--- src/rtl/lastfrog_pkg.sv ---
// Grid geometry and lane helpers shared by the game's video, frog and traffic blocks.
package lastfrog_pkg;

    localparam int GRID_COLS = 20;
    localparam int GRID_ROWS = 15;
    localparam int NUM_LANES = 5;
    localparam int NUM_CARS  = 10;
    localparam int COL_W     = 5;
    localparam int ROW_W     = 4;
    localparam int CNT_W     = 6;

    // Bit l set means lane l moves left (toward column 0); even lanes move right.
    localparam logic [NUM_LANES-1:0] LANE_DIR = 5'b01010;

    function automatic logic [CNT_W-1:0] lane_period(
        input logic signed [7:0] base,
        input logic signed [7:0] lane_step,
        input logic signed [7:0] level_step,
        input logic signed [7:0] min_period,
        input logic        [2:0] lane,
        input logic        [1:0] level
    );
        logic signed [7:0] p;
        p = base - lane_step * $signed({5'd0, lane}) - level_step * $signed({6'd0, level});
        return (p < min_period) ? min_period[CNT_W-1:0] : p[CNT_W-1:0];
    endfunction

endpackage

--- src/rtl/traffic_lane.sv ---
// One road lane: a frame counter paced by the lane period and two cars
// that always step together, wrapping at the grid edges.
module traffic_lane #(
    parameter int   LANE = 0,
    parameter logic DIR  = lastfrog_pkg::LANE_DIR[LANE],
    parameter int   COLS = lastfrog_pkg::GRID_COLS
) (
    input  logic                           clk,
    input  logic                           rst_n,
    input  logic                           clear,
    input  logic                           tick,
    input  logic [lastfrog_pkg::CNT_W-1:0] period,
    output logic [lastfrog_pkg::COL_W-1:0] col_a,
    output logic [lastfrog_pkg::COL_W-1:0] col_b,
    output logic                           move
);
    import lastfrog_pkg::*;

    localparam logic [COL_W-1:0] LAST_COL = COL_W'(COLS - 1);
    localparam logic [COL_W-1:0] INIT_A   = DIR ? COL_W'(COLS - 1) : COL_W'(0);
    localparam logic [COL_W-1:0] INIT_B   = DIR ? COL_W'(COLS / 2 - 1) : COL_W'(COLS / 2);

    logic [CNT_W-1:0] cnt_d, cnt_q;
    logic [COL_W-1:0] col_a_d, col_a_q;
    logic [COL_W-1:0] col_b_d, col_b_q;
    logic [CNT_W:0]   cnt_inc_s;
    logic             move_s;

    function automatic logic [COL_W-1:0] next_col(input logic [COL_W-1:0] col);
        logic [COL_W-1:0] nxt;
        if (DIR) begin
            nxt = (col == COL_W'(0)) ? LAST_COL : col - COL_W'(1);
        end else begin
            nxt = (col == LAST_COL) ? COL_W'(0) : col + COL_W'(1);
        end
        return nxt;
    endfunction

    // One extra bit so the "reached period-1" test never underflows.
    assign cnt_inc_s = {1'b0, cnt_q} + {{CNT_W{1'b0}}, 1'b1};

    // Counter advance and car stepping; restart has priority over a tick.
    always_comb begin
        cnt_d   = cnt_q;
        col_a_d = col_a_q;
        col_b_d = col_b_q;
        move_s  = 1'b0;
        if (clear) begin
            cnt_d   = CNT_W'(0);
            col_a_d = INIT_A;
            col_b_d = INIT_B;
        end else if (tick) begin
            if (cnt_inc_s >= {1'b0, period}) begin
                cnt_d   = CNT_W'(0);
                col_a_d = next_col(col_a_q);
                col_b_d = next_col(col_b_q);
                move_s  = 1'b1;
            end else begin
                cnt_d = cnt_q + CNT_W'(1);
            end
        end else begin
            cnt_d = cnt_q;
        end
    end

    // Lane state registers.
    always_ff @(posedge clk or negedge rst_n) begin
        if (!rst_n) begin
            cnt_q   <= CNT_W'(0);
            col_a_q <= INIT_A;
            col_b_q <= INIT_B;
        end else begin
            cnt_q   <= cnt_d;
            col_a_q <= col_a_d;
            col_b_q <= col_b_d;
        end
    end

    assign col_a = col_a_q;
    assign col_b = col_b_q;
    assign move  = move_s;

endmodule

--- src/rtl/car_traffic.sv ---
// Road traffic for the Frogger-style game: five two-car lanes moving once per
// qualified frame tick, packed for vga_display, plus a registered frog/car hit flag.
module car_traffic #(
    parameter int GRID_COLS   = 20,
    parameter int LANE_ROW0   = 3,
    parameter int BASE_PERIOD = 30,
    parameter int LANE_STEP   = 4,
    parameter int LEVEL_STEP  = 6,
    parameter int MIN_PERIOD  = 2
) (
    input  logic                                                  clk,
    input  logic                                                  rst_n,
    input  logic                                                  frame_tick,
    input  logic                                                  run,
    input  logic                                                  clear,
    input  logic [1:0]                                            level,
    input  logic [lastfrog_pkg::COL_W-1:0]                        frog_col,
    input  logic [lastfrog_pkg::ROW_W-1:0]                        frog_row,
    output logic [lastfrog_pkg::NUM_CARS*lastfrog_pkg::COL_W-1:0] car_x,
    output logic [lastfrog_pkg::NUM_CARS*lastfrog_pkg::ROW_W-1:0] car_y,
    output logic                                                  hit,
    output logic                                                  step
);
    import lastfrog_pkg::*;

    logic                 tick_s;
    logic [CNT_W-1:0]     period_s [NUM_LANES];
    logic [COL_W-1:0]     col_a_s  [NUM_LANES];
    logic [COL_W-1:0]     col_b_s  [NUM_LANES];
    logic [NUM_LANES-1:0] move_s;
    logic                 hit_d, hit_q;
    logic                 step_d, step_q;

    assign tick_s = frame_tick & run & ~clear;

    // Lane periods follow the level input combinationally, so a level change acts on the next tick.
    always_comb begin
        for (int l = 0; l < NUM_LANES; l++) begin
            period_s[l] = lane_period(8'(BASE_PERIOD), 8'(LANE_STEP), 8'(LEVEL_STEP),
                                      8'(MIN_PERIOD), 3'(l), level);
        end
    end

    for (genvar l = 0; l < NUM_LANES; l++) begin : g_lane
        traffic_lane #(
            .LANE (l),
            .DIR  (LANE_DIR[l]),
            .COLS (GRID_COLS)
        ) u_lane (
            .clk    (clk),
            .rst_n  (rst_n),
            .clear  (clear),
            .tick   (tick_s),
            .period (period_s[l]),
            .col_a  (col_a_s[l]),
            .col_b  (col_b_s[l]),
            .move   (move_s[l])
        );

        assign car_x[(2*l)*COL_W   +: COL_W] = col_a_s[l];
        assign car_x[(2*l+1)*COL_W +: COL_W] = col_b_s[l];
        assign car_y[(2*l)*ROW_W   +: ROW_W] = ROW_W'(LANE_ROW0 + l);
        assign car_y[(2*l+1)*ROW_W +: ROW_W] = ROW_W'(LANE_ROW0 + l);
    end

    // Collision is checked against the registered car columns, independent of run.
    always_comb begin
        hit_d = 1'b0;
        for (int l = 0; l < NUM_LANES; l++) begin
            if ((frog_row == ROW_W'(LANE_ROW0 + l)) &&
                ((col_a_s[l] == frog_col) || (col_b_s[l] == frog_col))) begin
                hit_d = 1'b1;
            end else begin
                hit_d = hit_d;
            end
        end
        step_d = |move_s;
    end

    // Registered status outputs.
    always_ff @(posedge clk or negedge rst_n) begin
        if (!rst_n) begin
            hit_q  <= 1'b0;
            step_q <= 1'b0;
        end else begin
            hit_q  <= hit_d;
            step_q <= step_d;
        end
    end

    assign hit  = hit_q;
    assign step = step_q;

endmodule
--- config.mk ---
export PLATFORM = sky130hd
export DESIGN_NAME = car_traffic
export DESIGN_NICKNAME = d
export VERILOG_FILES = /design/src/rtl/lastfrog_pkg.sv /design/src/rtl/traffic_lane.sv /design/src/rtl/car_traffic.sv
export SDC_FILE = /design/constraint.sdc
export NUM_CORES = 1
export LEC_CHECK = 0
export ABC_AREA = 1
export BUFFER_PORTS_ARGS = -buffer_cell sky130_fd_sc_hd__buf_4
export CAP_MARGIN = 20
export CORE_ASPECT_RATIO = 1.25
export CORE_MARGIN = 2
export CORE_UTILIZATION = 30
export DETAILED_ROUTE_END_ITERATION = 10
export PLACE_DENSITY = 0.58
export SLEW_MARGIN = 20
export SYNTH_ARGS = -nofsm -noshare
export SYNTH_HDL_FRONTEND = slang
export SYNTH_HIERARCHICAL = 1
export SYNTH_SLANG_ARGS = --single-unit
--- constraint.sdc ---
create_clock -name clk -period 1.98 [get_ports clk]
set_input_delay 0.396 -clock clk [delete_from_list [all_inputs] [get_ports clk]]
set_output_delay 0.396 -clock clk [all_outputs]
set_load 0.1 [all_outputs]
==> flow_metrics.env, run 1 <==
export IMPL_ant_nets=0
export IMPL_final_common_cell="nand2_1"
export IMPL_p_switching_uw=4159
export IMPL_intPower_uw=4053
export IMPL_globalplace_congestion=0.8183
export IMPL_cts_sinks=82
export IMPL_pwr_share_clk_pct=20.1
export IMPL_cp_required_ns=2.22
export IMPL_reg2reg_to="step"
export IMPL_die_w_um=141.3
export IMPL_vias_per_cell=4.660
export IMPL_drt_pass1_iter_count=5
export IMPL_numPortBuffers=67
export IMPL_rrSetupSlack_ns=-0.34
export IMPL_p_comb_share_pct=50.4
export IMPL_critPathMaxFanout=5
export IMPL_p_sw_share_pct=50.64
export IMPL_rows=62
export IMPL_cts_root_buf="clkbuf_16"
export IMPL_wire_per_inst_um=14.13
export IMPL_hold_class="primary input to flip-flop"
export IMPL_startpoint_type="primary input"
export IMPL_antenna_found_initial=0
export IMPL_crit_chain="buf_12 -> inv_8 -> ha_4 -> inv_4 -> a21oi_4 -> nor2_1 -> o21ai_1 -> a21oi_1 -> ha_1 -> or2_4 -> inv_2 -> ha_4 -> nand2_2 -> nand2_1 -> nand2_1 -> nand2_2 -> nand2_4 -> nand2_4 -> nand2_4 -> nor2_1 -> nor2_1 -> nand2_1"
export IMPL_worst_pin_slew_ns=0.5304
export IMPL_endpoint_kind="flip-flop"
export IMPL_grt_max_degree=38
export IMPL_power_density_nw_per_um2=849.2
export IMPL_gr_total_overflow=0
export IMPL_clockBufferDepth=2
export IMPL_drtIter0Drc=284
export IMPL_io_pins=108
export IMPL_initial_core_util_pct=30.67
export IMPL_nets=1238
export IMPL_drive_gt1_share_pct=32.51
export IMPL_via_count=6803
export IMPL_coreArea_um2=23040
export IMPL_fp_dieH_um=175.6
export IMPL_worstRegToRegCells=13
export IMPL_die_area_um2=24810
export IMPL_run_status="finished, violations left"
export IMPL_syn_area_per_cell_um2=7.167
export IMPL_routed_wl_um=20630
export IMPL_synth_cell_types=39
export IMPL_grt_pass1_wl_um=32860
export IMPL_hold_start="frog_row[1]"
export IMPL_numCtsBuffers=9
export IMPL_area_growth_pct=36.84
export IMPL_hold_end="hit"
export IMPL_syn_inst=986
export IMPL_crit_type="primary input to flip-flop"
export IMPL_rsz0062_at_grt="true"
export IMPL_max_stage_delay_ns=0.32
export IMPL_mostFrequentLayoutCells="nand2_1, buf_4, inv_1"
export IMPL_fin_skew_ns=0.009774
export IMPL_dp_hpwl_um=14100
export IMPL_min_period_over_period_pct=121.3
export IMPL_dp_cells=1416
export IMPL_setup_slack_ns=-0.4216
export IMPL_max_slew_margin_rel_pct=64.60
export IMPL_crit_arrival_ns=2.64
export IMPL_min_period_ns=2.402
export IMPL_p_leak_uw=0.004973
export IMPL_h_tree_depth=3
export IMPL_grt_total_usage_pct=16.68
export IMPL_critPathSlowestCell="ha_1"
export IMPL_diodes=0
export IMPL_slew_violations=0
export IMPL_seq_area_frac_synth_pct=29.32
export IMPL_grt_pass1_vias=6461
export IMPL_clk_pin_slew_ns=0.06
export IMPL_yosys_warnings=6
export IMPL_clk_insertion_delay_late_ns=0.36
export IMPL_violations="setup timing"
export IMPL_netlist_area_um2=7067
export IMPL_irDropWorstVdd_uv=632.9
export IMPL_max_cap_violations=0
export IMPL_instances_no_fill=1460
export IMPL_max_freq_mhz=416.4
export IMPL_hold_viol=0
export IMPL_fill_cells=2318
export IMPL_drc=0
export IMPL_ys_ff_latch=82
export IMPL_hold_slack_ns=0.4033
export IMPL_worstHoldPathCells=6
export IMPL_seqPwrFrac_pct=29.5
export IMPL_finalPower_uw=8212
export IMPL_setup_viol=72
export IMPL_cts_tree="done"
export IMPL_worstReg2RegStart="g_lane[1].u_lane/cnt_q[0]"
[per-stage QoR]
step | TNS, ns | worst slack, ns | cell area (um^2) | util (%)
floorplan | -15.82 | -0.6823 | 7286 | -
global placement | -41.11 | -0.9725 | 8421 | 36.55
detailed placement | -43.46 | -0.9988 | 8421 | 36.55
CTS | -14.14 | -0.3968 | 9264 | 40.21
global route | -25.12 | -0.6495 | 9671 | 41.97
finish | -14.42 | -0.4216 | 9671 | 41.97
[area by class of cell]
cell class / instances / area, um^2 / share of cell area (%)
clock buffer: 12 / 256.5 / 2.652
clock inverter: 4 / 23.77 / 0.2458
inverter: 136 / 525.5 / 5.434
multi-input combinational: 764 / 4951 / 51.20
sequential: 82 / 2079 / 21.50
tap: 288 / 360.3 / 3.726
timing repair buffer: 174 / 1474 / 15.24
[worst max path at each step]
stage	from	end	slack [ns]	cells after the start
final	level[0]	step	-0.42	22
after detailed placement	level[0]	g_lane[1].u_lane/col_a[2]	-1.0	21
after CTS	level[0]	g_lane[1].u_lane/col_a[2]	-0.40	19
after floorplan	level[0]	g_lane[1].u_lane/col_a[2]	-0.68	20
after global placement	level[0]	g_lane[1].u_lane/col_a[2]	-0.97	21
after global routing	level[1]	step	-0.65	22
[flip-flops by register name, summed over array words and instances, names as in the netlist]
register and count:
g_lane.u_lane/cnt_q 30, g_lane.u_lane/col_a 25, g_lane.u_lane/col_b 25, hit 1
step 1
[timing repair]
action,CTS,global route
gates cloned,5,1
endpoints found under the hold margin,22,0
endpoints found under the setup margin,81,81
resized for setup,95,78
pin swaps,40,45
setup buffers,14,9
hold buffers,1,0
[critical path: cells and delay by family]
kind,cells,cell delay (ns)
simple gates,12,0.98
compound gates,3,0.23
fa+ha+maj,3,0.78
buf+inv,4,0.23
[power by group through the flow]
stage          sequential, uW  clock (uW)  combinational [uW]
3_5_place_dp             2430           0                3860
4_1_cts                  2410        1700                4040
2_1_floorplan            3740           0                1670
5_1_grt                  2480        1770                4460
3_3_place_gp             2430           0                3820
6_report                 2420        1650                4140
[Yosys cell counts]
cell type  number  area (um^2)
a21oi_1        10        50.05
dfrtp_1        66         1652
nand2_1       298         1119
a21oi_4         2        32.53
nor4_2          3        37.54
nor2_1         63        236.5
o211ai_1        1        7.510
nor4_1          1        6.260
xnor2_1        20        175.2
buf_6           7        78.83
nor2_4          4        45.04
nand4_1        11        68.82
buf_2           5        25.02
nor3_1         18        90.09
buf_4          41        307.8
nor3b_1         3        22.52
o21ai_1         6        30.03
o21bai_1        3        22.52
nand3_1        91        455.4
o22ai_1         5        31.28
dfstp_2        16        420.4
and3_1          5        31.28
inv_2           6        22.52
nor3_2          3        30.03
xor2_1         48        420.4
nor2_2          6        37.54
o21a_1          1        7.510
nand3_2         8        80.08
or2_2           5        31.28
nand2_4         4        45.04
clkbuf_4        3        22.52
conb_1          2        7.510
nand3_4         2        35.03
nand2_2         5        31.28
or2_1           4        25.02
nand3b_1       10        75.07
ha_1           55        688.2
inv_1         130        488.0
o21ai_0        15        75.07
[metal layers]
metal | global-route usage (%) | wire length (um) | part of all wire (%)
met5 | 0 | 0 | 0
met4 | 5.000 | 345 | 1.7
met3 | 3.162 | 1062 | 5.1
met2 | 28.82 | 10300 | 50
met1 | 21.08 | 8914 | 43
[cells by family after synthesis]
kind of cell	Yosys count	synth area share (%)
and+or+nand+nor	544	35.41
buffers and inverters	192	13.37
DFF	82	29.32
xor gates and xnor gates	68	8.428
adders and majority gates	55	9.738
AOI/OAI and AO/OA	43	3.630
other	2	0.1063
Power figures use the tool's default switching activity.
==> inputs of run 2 (changes only) <==
--- a/config.mk
+++ b/config.mk
@@ -12,9 +12,8 @@
 export CORE_MARGIN = 2
 export CORE_UTILIZATION = 30
 export DETAILED_ROUTE_END_ITERATION = 10
-export PLACE_DENSITY = 0.58
+export PLACE_DENSITY = 0.59
 export SLEW_MARGIN = 20
 export SYNTH_ARGS = -nofsm -noshare
 export SYNTH_HDL_FRONTEND = slang
-export SYNTH_HIERARCHICAL = 1
 export SYNTH_SLANG_ARGS = --single-unit
==> run 2 against run 1 <==
Combinational power is 9.2% higher. Clock-buffer cell count stayed put. Via count is 16% lower. Critical path type unchanged. Sequential share of layout area is 1.8 points higher. Largest cell class unchanged. The run still ends with setup timing left. Highest routed layer unchanged. Design area is 7.9% lower. Sequential cell count stayed put.
==> flow_metrics.env, run 2 <==
export IMPL_crit_end="step"
export IMPL_synthTopCellsByCount="nand2_1, inv_1, dfrtp_1"
export IMPL_via_count=5699
export IMPL_numPortBuffers=67
export IMPL_routed_wl_um=17020
export IMPL_reg2reg_to="g_lane[2].u_lane.col_b[0]"
export IMPL_rows=59
export IMPL_fill_cells=2055
export IMPL_grt_pass1_wl_um=26970
export IMPL_hold_class="primary input to async pin"
export IMPL_max_freq_mhz=375.5
export IMPL_setup_viol=49
export IMPL_ys_ff_latch=82
export IMPL_worstReg2RegStart="g_lane[2].u_lane.cnt_q[2]"
export IMPL_max_slew_margin_rel_pct=65.74
export IMPL_power_density_nw_per_um2=996.6
export IMPL_violations="setup timing"
export IMPL_grt_max_degree=83
export IMPL_wire_per_inst_um=13.53
export IMPL_drc=0
export IMPL_drive_gt1_share_pct=34.45
export IMPL_final_common_cell="nand2_1"
export IMPL_nets=1044
export IMPL_seq_area_frac_synth_pct=32.68
export IMPL_yosys_area_top_type_share_pct=26.05
export IMPL_irDropWorstVdd_uv=960.7
export IMPL_die_w_um=134.0
export IMPL_antenna_found_initial=0
export IMPL_min_period_ns=2.663
export IMPL_numCtsBuffers=9
export IMPL_area_growth_pct=40.56
export IMPL_worstRegToRegCells=10
export IMPL_gr_total_overflow=0
export IMPL_critPathMaxFanout=3
export IMPL_run_status="finished, violations left"
export IMPL_place_area_um2=7456
export IMPL_async_flop_share_pct=100.0
export IMPL_max_cap_violations=0
export IMPL_setup_slack_ns=-0.6830
export IMPL_fp_dieH_um=166.5
export IMPL_startpoint_type="primary input"
export IMPL_cts_sinks=82
export IMPL_drtIter0Drc=277
export IMPL_crit_type="primary input to flip-flop"
export IMPL_endpoint_kind="flip-flop"
export IMPL_rrSetupSlack_ns=-0.23
export IMPL_vias_per_cell=4.530
export IMPL_clk_pin_slew_ns=0.07
export IMPL_syn_area_per_cell_um2=7.398
export IMPL_grt_total_usage_pct=14.86
export IMPL_diodes=0
export IMPL_io_pins=108
export IMPL_yosysMostFrequentCell="nand2_1"
export IMPL_multi_input_area_um2=4453
export IMPL_crit_arrival_ns=2.94
export IMPL_fin_skew_ns=0.01104
export IMPL_finalPower_uw=8881
export IMPL_post_synth_top_area_cell="dfrtp_1"
export IMPL_syn_inst=857
export IMPL_coreArea_um2=20820
export IMPL_largest_reg_flops=30
export IMPL_synth_flop_cell="dfrtp_1"
export IMPL_die_area_um2=22320
export IMPL_seq_area_um2=2076
export IMPL_startpoint="level[0]"
export IMPL_globalplace_congestion=0.7972
export IMPL_fin_area_um2=8911
export IMPL_clockBufferDepth=2
export IMPL_yosys_warnings=0
export IMPL_grt_pass1_vias=5477
export IMPL_ant_nets=0
export IMPL_slew_violations=0
export IMPL_initial_core_util_pct=30.45
export IMPL_min_period_over_period_pct=134.5
export IMPL_cts_root_buf="clkbuf_16"
export IMPL_cp_required_ns=2.25
export IMPL_cts_tree="done"
export IMPL_synth_edf_count=0
export IMPL_synth_area_leaders="dfrtp_1, nand2_1, ha_1"
export IMPL_clk_insertion_delay_late_ns=0.34
export IMPL_drt_pass1_iter_count=4
export IMPL_p_leak_uw=0.004429
export IMPL_hold_viol=0
export IMPL_top_register="g_lane.u_lane.cnt_q"
export IMPL_synth_cell_types=36
export IMPL_worst_pin_slew_ns=0.5120
export IMPL_dp_hpwl_um=11410
export IMPL_rsz0062_at_grt="true"
export IMPL_h_tree_depth=3
export IMPL_netlist_area_um2=6340
export IMPL_mostFrequentLayoutCells="nand2_1, buf_4, inv_1"
-- run 2: changes by cell type after synthesis, sizes merged, moves of 5 or more --
cell | previous run | this run
a21oi | 12 | 23
and3 | 5 | 0
buf | 53 | 63
ha | 55 | 49
inv | 136 | 91
nand2 | 307 | 246
nand3 | 101 | 62
nand3b | 10 | 0
nor2 | 73 | 59
nor3 | 21 | 11
o21ai | 21 | 60
-- run 2: routing by layer --
| metal | global-route usage (%) | vias up | share of wire (%) |
|---|---|---|---|
| met5 | 0 | - | 0 |
| met4 | 4.073 | 0 | 1.6 |
| met3 | 2.496 | 16 | 4.5 |
| met2 | 26.27 | 120 | 51 |
| met1 | 18.59 | 2668 | 42 |
| li1 | - | 2895 | - |
-- run 2: where the power goes --
| part | leakage, uW | switching [uW] | internal (uW) | total [uW] |
|---|---|---|---|---|
| Combinational | 0.00321 | 3150 | 1370 | 4520 |
| Sequential | 0.00106 | 505 | 2010 | 2510 |
| Clock | 0.000153 | 701 | 1140 | 1840 |
| Total | 0.00443 | 4360 | 4520 | 8880 |
-- run 2: timing repair --
action / in CTS / in global routing
buffers inserted: 8 / 4
hold buffers: 0 / 0
resized for setup: 111 / 134
pin swaps: 29 / 41
hold endpoints to repair: 0 / 0
cloned: 7 / 3
setup endpoints to repair: 56 / 80
-- run 2: cells by family after synthesis --
group,share of synthesized area [%]
and+or+nand+nor,25.91
buffers and inverters,12.75
AOI/OAI and AO/OA,8.920
DFF,32.68
xor gates and xnor gates,9.947
adders and majority gates,9.670
other,0.1185
-- run 2: worst max-delay path, stage by stage --
cell and delay, ns:
buf_8 0.08, clkinvlp_4 0.15, ha_4 0.26, inv_4 0.07
nand3_4 0.07, a2111oi_4 0.35, ha_1 0.29, or2_4 0.24
ha_4 0.26, nand2_1 0.04, o21bai_1 0.14, nand2_1 0.07
nand2_2 0.07, buf_4 0.14, buf_6 0.11, nand2_2 0.05
nand2_2 0.05, nand2_2 0.08
-- run 2: worst min-delay path by stage --
stage / startpoint / end / slack (ns) / cells past startpoint
global route: rst_n / g_lane[4].u_lane.col_b[2] / 0.08 / 2
global placement: rst_n / g_lane[4].u_lane.col_b[2] / 0.47 / 2
detailed placement: rst_n / g_lane[4].u_lane.col_b[2] / 0.47 / 2
CTS: rst_n / g_lane[4].u_lane.col_b[2] / 0.10 / 2
floorplan: rst_n / g_lane[0].u_lane.cnt_q[0] / 0.10 / 0
finish: rst_n / g_lane[4].u_lane.col_b[2] / 0.05 / 2
-- run 2: stage by stage --
stage          hold WS [ns]  TNS (ns)  cells  worst slack (ns)  util (%)
2_1_floorplan        0.1004    -20.61    898           -0.7600         -
3_3_place_gp         0.4739    -44.92   1224            -1.022     35.82
3_5_place_dp         0.4735    -46.88   1224            -1.066     35.82
4_1_cts              0.1016    -15.40   1254           -0.6336     40.27
5_1_grt             0.08219    -28.06   1258           -0.9129     42.81
6_report            0.04881    -18.43   1258           -0.6830     42.81
-- run 2: layout make-up --
cell class,count,share of cell area (%)
well taps,274,3.847
clock inverters,4,0.8565
flip-flops and latches,82,23.29
clock buffers,12,2.766
inverters,91,4.072
multi-input cells,657,49.97
repair buffers,138,15.19
